$ cat src/rtl/if_queue_if.sv
// Handshake bundle for the instruction fetch queue.
// The fetch side carries words into the queue and the decode side takes them out.
// The master modport is the environment (fetch unit plus decoder); the slave is the queue.
interface if_queue_if #(
    parameter int WIDTH = 32
);
    logic             fetch_valid;
    logic [WIDTH-1:0] fetch_pc;
    logic [WIDTH-1:0] fetch_instr;
    logic             fetch_ready;
    logic             dec_valid;
    logic [WIDTH-1:0] dec_pc;
    logic [WIDTH-1:0] dec_instr;
    logic             dec_ready;
    logic             flush;

    modport master (
        output fetch_valid, fetch_pc, fetch_instr, dec_ready, flush,
        input  fetch_ready, dec_valid, dec_pc, dec_instr
    );

    modport slave (
        input  fetch_valid, fetch_pc, fetch_instr, dec_ready, flush,
        output fetch_ready, dec_valid, dec_pc, dec_instr
    );
endinterface

$ cat src/rtl/if_queue.sv
// Instruction fetch queue: a circular FIFO of {pc, instr} pairs between fetch and decode.
// Optional feature macro IF_QUEUE_BYPASS_EN: when the queue is empty, a valid fetch word
// is forwarded combinationally to decode. If decode takes it, the word is never stored.
// Without the macro, fetch_* reach dec_* only through storage, one cycle after the push.
module if_queue #(
    parameter int DEPTH = 4,
    parameter int WIDTH = 32
) (
    input  logic                   clk,
    input  logic                   reset,
    if_queue_if.slave              q,
    output logic [$clog2(DEPTH):0] count
);
    localparam int PTR_W = $clog2(DEPTH);
    localparam int CNT_W = PTR_W + 1;

    logic [WIDTH-1:0] pc_mem    [DEPTH];
    logic [WIDTH-1:0] instr_mem [DEPTH];

    logic [PTR_W-1:0] wr_ptr_q, wr_ptr_d;
    logic [PTR_W-1:0] rd_ptr_q, rd_ptr_d;
    logic [CNT_W-1:0] count_q,  count_d;

    logic empty;
    logic push;
    logic wr_en;
    logic rd_en;

    assign empty         = (count_q == '0);
    assign q.fetch_ready = (count_q != CNT_W'(DEPTH));
    assign count         = count_q;
    assign push          = q.fetch_valid && q.fetch_ready && !q.flush;
    assign rd_en         = q.dec_ready && !empty && !q.flush;

`ifdef IF_QUEUE_BYPASS_EN
    logic byp;
    assign byp   = empty && q.fetch_valid && !q.flush;
    // A bypassed word that decode accepts is consumed and never written
    assign wr_en = push && !(byp && q.dec_ready);

    // Head entry when occupied, otherwise the live fetch word, otherwise zero
    always_comb begin
        q.dec_valid = 1'b0;
        q.dec_pc    = '0;
        q.dec_instr = '0;
        if (!empty) begin
            q.dec_valid = 1'b1;
            q.dec_pc    = pc_mem[rd_ptr_q];
            q.dec_instr = instr_mem[rd_ptr_q];
        end else if (byp) begin
            q.dec_valid = 1'b1;
            q.dec_pc    = q.fetch_pc;
            q.dec_instr = q.fetch_instr;
        end
    end
`else
    assign wr_en = push;

    // Head entry from storage only; zero while empty so stale words never show
    always_comb begin
        q.dec_valid = 1'b0;
        q.dec_pc    = '0;
        q.dec_instr = '0;
        if (!empty) begin
            q.dec_valid = 1'b1;
            q.dec_pc    = pc_mem[rd_ptr_q];
            q.dec_instr = instr_mem[rd_ptr_q];
        end
    end
`endif

    // Next pointers and occupancy; flush wins over any push or pop this cycle
    always_comb begin
        wr_ptr_d = wr_ptr_q;
        rd_ptr_d = rd_ptr_q;
        count_d  = count_q;
        if (q.flush) begin
            wr_ptr_d = '0;
            rd_ptr_d = '0;
            count_d  = '0;
        end else begin
            if (wr_en) wr_ptr_d = wr_ptr_q + PTR_W'(1);
            if (rd_en) rd_ptr_d = rd_ptr_q + PTR_W'(1);
            case ({wr_en, rd_en})
                2'b10:   count_d = count_q + CNT_W'(1);
                2'b01:   count_d = count_q - CNT_W'(1);
                default: count_d = count_q;
            endcase
        end
    end

    // Control state, cleared asynchronously by the active-low reset
    always_ff @(posedge clk or negedge reset) begin
        if (!reset) begin
            wr_ptr_q <= '0;
            rd_ptr_q <= '0;
            count_q  <= '0;
        end else begin
            wr_ptr_q <= wr_ptr_d;
            rd_ptr_q <= rd_ptr_d;
            count_q  <= count_d;
        end
    end

    // Storage is written only on a push; its contents are hidden while empty
    always_ff @(posedge clk) begin
        if (wr_en) begin
            pc_mem[wr_ptr_q]    <= q.fetch_pc;
            instr_mem[wr_ptr_q] <= q.fetch_instr;
        end
    end
endmodule
$ cat src/flat_wrapper.sv
// flat-port wrapper written by rule: the top's interface ports become plain ports
module if_queue_flat 
#(
    parameter int DEPTH = 4,
    parameter int WIDTH = 32
)
  (clk, reset, count, q_fetch_valid, q_fetch_pc, q_fetch_instr, q_dec_ready, q_flush, q_fetch_ready, q_dec_valid, q_dec_pc, q_dec_instr);
  if_queue_if #(.WIDTH(WIDTH)) q_i ();
  input  logic clk;
  input  logic reset;
  output logic [$clog2(DEPTH):0] count;
  input wire logic [$bits(q_i.fetch_valid)-1:0] q_fetch_valid;
  input wire logic [$bits(q_i.fetch_pc)-1:0] q_fetch_pc;
  input wire logic [$bits(q_i.fetch_instr)-1:0] q_fetch_instr;
  input wire logic [$bits(q_i.dec_ready)-1:0] q_dec_ready;
  input wire logic [$bits(q_i.flush)-1:0] q_flush;
  output wire logic [$bits(q_i.fetch_ready)-1:0] q_fetch_ready;
  output wire logic [$bits(q_i.dec_valid)-1:0] q_dec_valid;
  output wire logic [$bits(q_i.dec_pc)-1:0] q_dec_pc;
  output wire logic [$bits(q_i.dec_instr)-1:0] q_dec_instr;
  assign q_i.fetch_valid = q_fetch_valid;
  assign q_i.fetch_pc = q_fetch_pc;
  assign q_i.fetch_instr = q_fetch_instr;
  assign q_i.dec_ready = q_dec_ready;
  assign q_i.flush = q_flush;
  assign q_fetch_ready = q_i.fetch_ready;
  assign q_dec_valid = q_i.dec_valid;
  assign q_dec_pc = q_i.dec_pc;
  assign q_dec_instr = q_i.dec_instr;
  if_queue #(.DEPTH(DEPTH), .WIDTH(WIDTH)) u_core (.clk(clk), .reset(reset), .q(q_i), .count(count));
endmodule
$ cat config.mk
export PLATFORM = sky130hd
export DESIGN_NAME = if_queue_flat
export DESIGN_NICKNAME = d
export VERILOG_FILES = /design/src/rtl/if_queue_if.sv /design/src/rtl/if_queue.sv /design/src/flat_wrapper.sv
export SDC_FILE = /design/constraint.sdc
export NUM_CORES = 1
export LEC_CHECK = 0
export CAP_MARGIN = 0
export CORE_MARGIN = 2
export CORE_UTILIZATION = 40
export CTS_CLUSTER_DIAMETER = 40
export DETAILED_ROUTE_END_ITERATION = 7
export PLACE_DENSITY = 0.61
export SLEW_MARGIN = 30
export SYNTH_ARGS = -nofsm -noshare
export SYNTH_HDL_FRONTEND = slang
export SYNTH_SLANG_ARGS = --single-unit
$ cat constraint.sdc
create_clock -name clk -period 6.8 [get_ports clk]
set_input_delay 1.36 -clock clk [delete_from_list [all_inputs] [get_ports clk]]
set_output_delay 1.36 -clock clk [all_outputs]
set_load 0.005 [all_outputs]
==> results_dict.tcl <==
set metrics [dict create \
    netlist_area_um2 10210 \
    final_area_um2 13210 \
    grt_pass1_wl_mm 30.86 \
    layout_setup_ws_ns 2.287 \
    layout.nets 705 \
    cts-resized-gates 0 \
    worstMarginPinSlew_ns 0.6729 \
    core_um2 25110 \
    finalCritPeriodShare 0.6637 \
    drtPass1Iterations 4 \
    drive_above_1_share 0.2024 \
    die_area_um2 26820 \
    die_w_um 163.8 \
    powerDensity_nw_per_um2 316.8 \
    drt_iter0_markers 367 \
    path_clk_slew_ns 0.05 \
    gp_congestion 0.6890 \
    cap_violations 0 \
    diodes 0 \
    rr_endpoint "u_core.count[2]$_DFFE_PN0P_" \
    grt_antenna_before_repair 1 \
    dp_hpwl_mm 11.91 \
    ys_types 31 \
    cts_buffer_depth 3 \
    cts_tree "built" \
    r2r_start "u_core.count[0]$_DFFE_PN0P_" \
    clock_skew_ns 0.009159 \
    worstPathRequired_ns 5.44 \
    dieHeight_um 163.8 \
    worst-path-max-fanout 31 \
    place_ws_ns 2.514 \
    syn_avg_cell_area_um2 21.68 \
    clock_sinks 263 \
    routed_via_density 5.073 \
    drc 0 \
    end_kind "output port" \
    post-route-min-period_ns 4.513 \
    min_to "u_core.wr_ptr_q[1]$_DFFE_PN0P_" \
    setup_tns_ns 0 \
    syn2layout_area_growth_pct 29.36 \
    p_total_mw 4.185 \
    ys_ff_latch 263 \
    multi_input_area_um2 2203 \
    yosys_warnings 0 \
    slew_viol_final 0 \
    critPathLaunchType "flip-flop" \
    seq_area_frac_synth 0.7700 \
    rrSetupSlack_ns 3.77 \
    path_class "reg -> out" \
    post_cts.repair.setup_buffers 0 \
    vias 5007 \
    routedWlPerCell_um 20.47 \
    max_freq_ghz 0.2216 \
    fill_cells 2006 \
    io_buffers 137 \
    hold_depth 2 \
    wirelength_mm 20.21 \
    setup_viol 0 \
    postSynthCellCount 471 \
    postRouteAntennaNets 0 \
    start_util 0.4067 \
    hp-class "reg -> reg" \
    worstSkewPairLatency_ns 0.49 \
    r2r_cells 7 \
    leakage_nw 4.234 \
    grt_remaining_overflow 0 \
    row_count 58 \
    cp.arrival_ns 3.15 \
    htree_num_levels 2 \
    rsz0062_at_grt "false" \
    hold_buffers 0 \
    min_from "u_core.wr_ptr_q[1]$_DFFE_PN0P_" \
    synth_nets 545 \
    grt_max_degree 69 \
    placed_cell_area_um2 12000 \
    ios 138 \
    grt_use_total 0.1535 \
    numCtsBuffers 37 \
    clockRootBuffer "clkbuf_16" \
    register_area_um2 7870 \
    final_core_util 0.5261 \
    status "finished, final reports clean" \
    hold_viol 0 \
    grt_pass1_vias 5519 \
    ir_drop_v 0.0002296 \
    relSlewSlack 0.5514 \
]
==> metal layers <==
metal | global-route usage | part of all wire
met1 | 0.2012 | 0.43
met2 | 0.2536 | 0.48
met4 | 0.04745 | 0.017
met5 | 0 | 0.00054
met3 | 0.03914 | 0.066
==> area by class of cell <==
cell class | instances | share of cell area
sequential | 263 | 0.5958
tap | 330 | 0.03126
clock inverter | 24 | 0.01790
timing repair buffer | 146 | 0.1161
inverter | 3 | 0.0008525
clock buffer | 41 | 0.07123
multi-input combinational | 180 | 0.1668
==> through the flow <==
stage,hold WS [ns],instances
2_1_floorplan,0.5425,471
3_3_place_gp,0.5566,915
3_5_place_dp,0.5909,921
4_1_cts,0.5993,986
5_1_grt,0.6176,987
6_report,0.6016,987
==> worst max-delay path: stages, from the launching register on <==
cell	delay [ns]
dfrtp_4	0.61
buf_16	0.29
buf_4	0.50
mux4_2	0.58
and2_1	0.19
clkdlybuf4s50_1	0.44
==> flip-flops by register name, indices dropped and copies added (netlist names) <==
register	cells
u_core.wr_ptr_q	2
u_core.pc_mem	128
u_core.instr_mem	128
u_core.count	3
u_core.rd_ptr_q	2
==> cells in the final DEF (no fill, tap or decap), drive strengths merged <==
cell type	Yosys	layout
nand2	5	5
or4b	1	1
nand2b	1	1
nor4	1	1
edfxtp	256	256
and3b	1	1
clkbuf	9	41
mux4	64	64
inv	3	6
nor3b	2	2
buf	16	9
fa	1	1
ha	4	4
nand3	5	5
xor2	3	3
a21o	2	2
clkdlybuf4s50	0	137
nor2b	1	1
nor2	7	7
clkinvlp	0	2
dfrtp	7	7
o211ai	1	1
or3b	1	1
a2111oi	1	1
and2	68	68
a31oi	1	1
xnor2	2	2
or3	2	2
bufinv	0	4
o21ai	2	2
clkinv	0	15
a21oi	4	4
==> synthesized netlist by cell type <==
| cell type | number | share of area |
|---|---|---|
| nor3b_1 | 2 | 0.0015 |
| and2_1 | 68 | 0.042 |
| o211ai_1 | 1 | 0.00074 |
| a21o_1 | 2 | 0.0015 |
| a2111oi_0 | 1 | 0.00086 |
| xor2_1 | 3 | 0.0026 |
| edfxtp_1 | 256 | 0.75 |
| clkbuf_1 | 9 | 0.0033 |
| xnor2_1 | 2 | 0.0017 |
| and3b_1 | 1 | 0.00086 |
| buf_4 | 3 | 0.0022 |
| nor4_1 | 1 | 0.00061 |
| or3_1 | 2 | 0.0012 |
| or4b_1 | 1 | 0.00098 |
| dfrtp_1 | 7 | 0.017 |
| nand3_1 | 5 | 0.0025 |
| fa_1 | 1 | 0.0020 |
| inv_1 | 3 | 0.0011 |
| buf_2 | 8 | 0.0039 |
| nor2_1 | 7 | 0.0026 |
| o21ai_0 | 2 | 0.00098 |
| buf_1 | 1 | 0.00037 |
| ha_1 | 4 | 0.0049 |
| or3b_1 | 1 | 0.00086 |
| nand2_1 | 5 | 0.0018 |
| a31oi_1 | 1 | 0.00061 |
| mux4_2 | 64 | 0.14 |
| buf_6 | 4 | 0.0044 |
| a21oi_1 | 4 | 0.0020 |
| nor2b_1 | 1 | 0.00061 |
| nand2b_1 | 1 | 0.00061 |
==> where the power goes <==
group	internal, mW	total (mW)	switching, mW
Combinational	0.301	0.508	0.208
Clock	1.15	1.81	0.657
Sequential	1.84	1.87	0.0287
Total	3.29	4.18	0.893
==> worst max path at each step <==
stage	end	slack, ns	startpoint
floorplan	u_core.instr_mem[0][0]$_DFFE_PP_	3.08	q_flush
global placement	q_dec_instr[22]	2.51	u_core.rd_ptr_q[0]$_DFFE_PN0P_
detailed placement	q_dec_instr[27]	2.51	u_core.rd_ptr_q[0]$_DFFE_PN0P_
CTS	q_dec_instr[27]	1.96	u_core.rd_ptr_q[0]$_DFFE_PN0P_
global route	q_dec_instr[21]	2.07	u_core.rd_ptr_q[0]$_DFFE_PN0P_
finish	q_dec_pc[23]	2.29	u_core.rd_ptr_q[0]$_DFFE_PN0P_
==> logic make-up (layout without fill, tap and decap cells) <==
kind of cell,Yosys count,count (layout),synth area share
flops,263,263,0.7700
simple gates,95,95,0.05575
mux,64,64,0.1412
buf+inv,28,214,0.01532
compound gates,11,11,0.006617
fa+ha+maj,5,5,0.006862
xor+xnor,5,5,0.004289
Note: power is estimated with default switching activity, not from simulation.
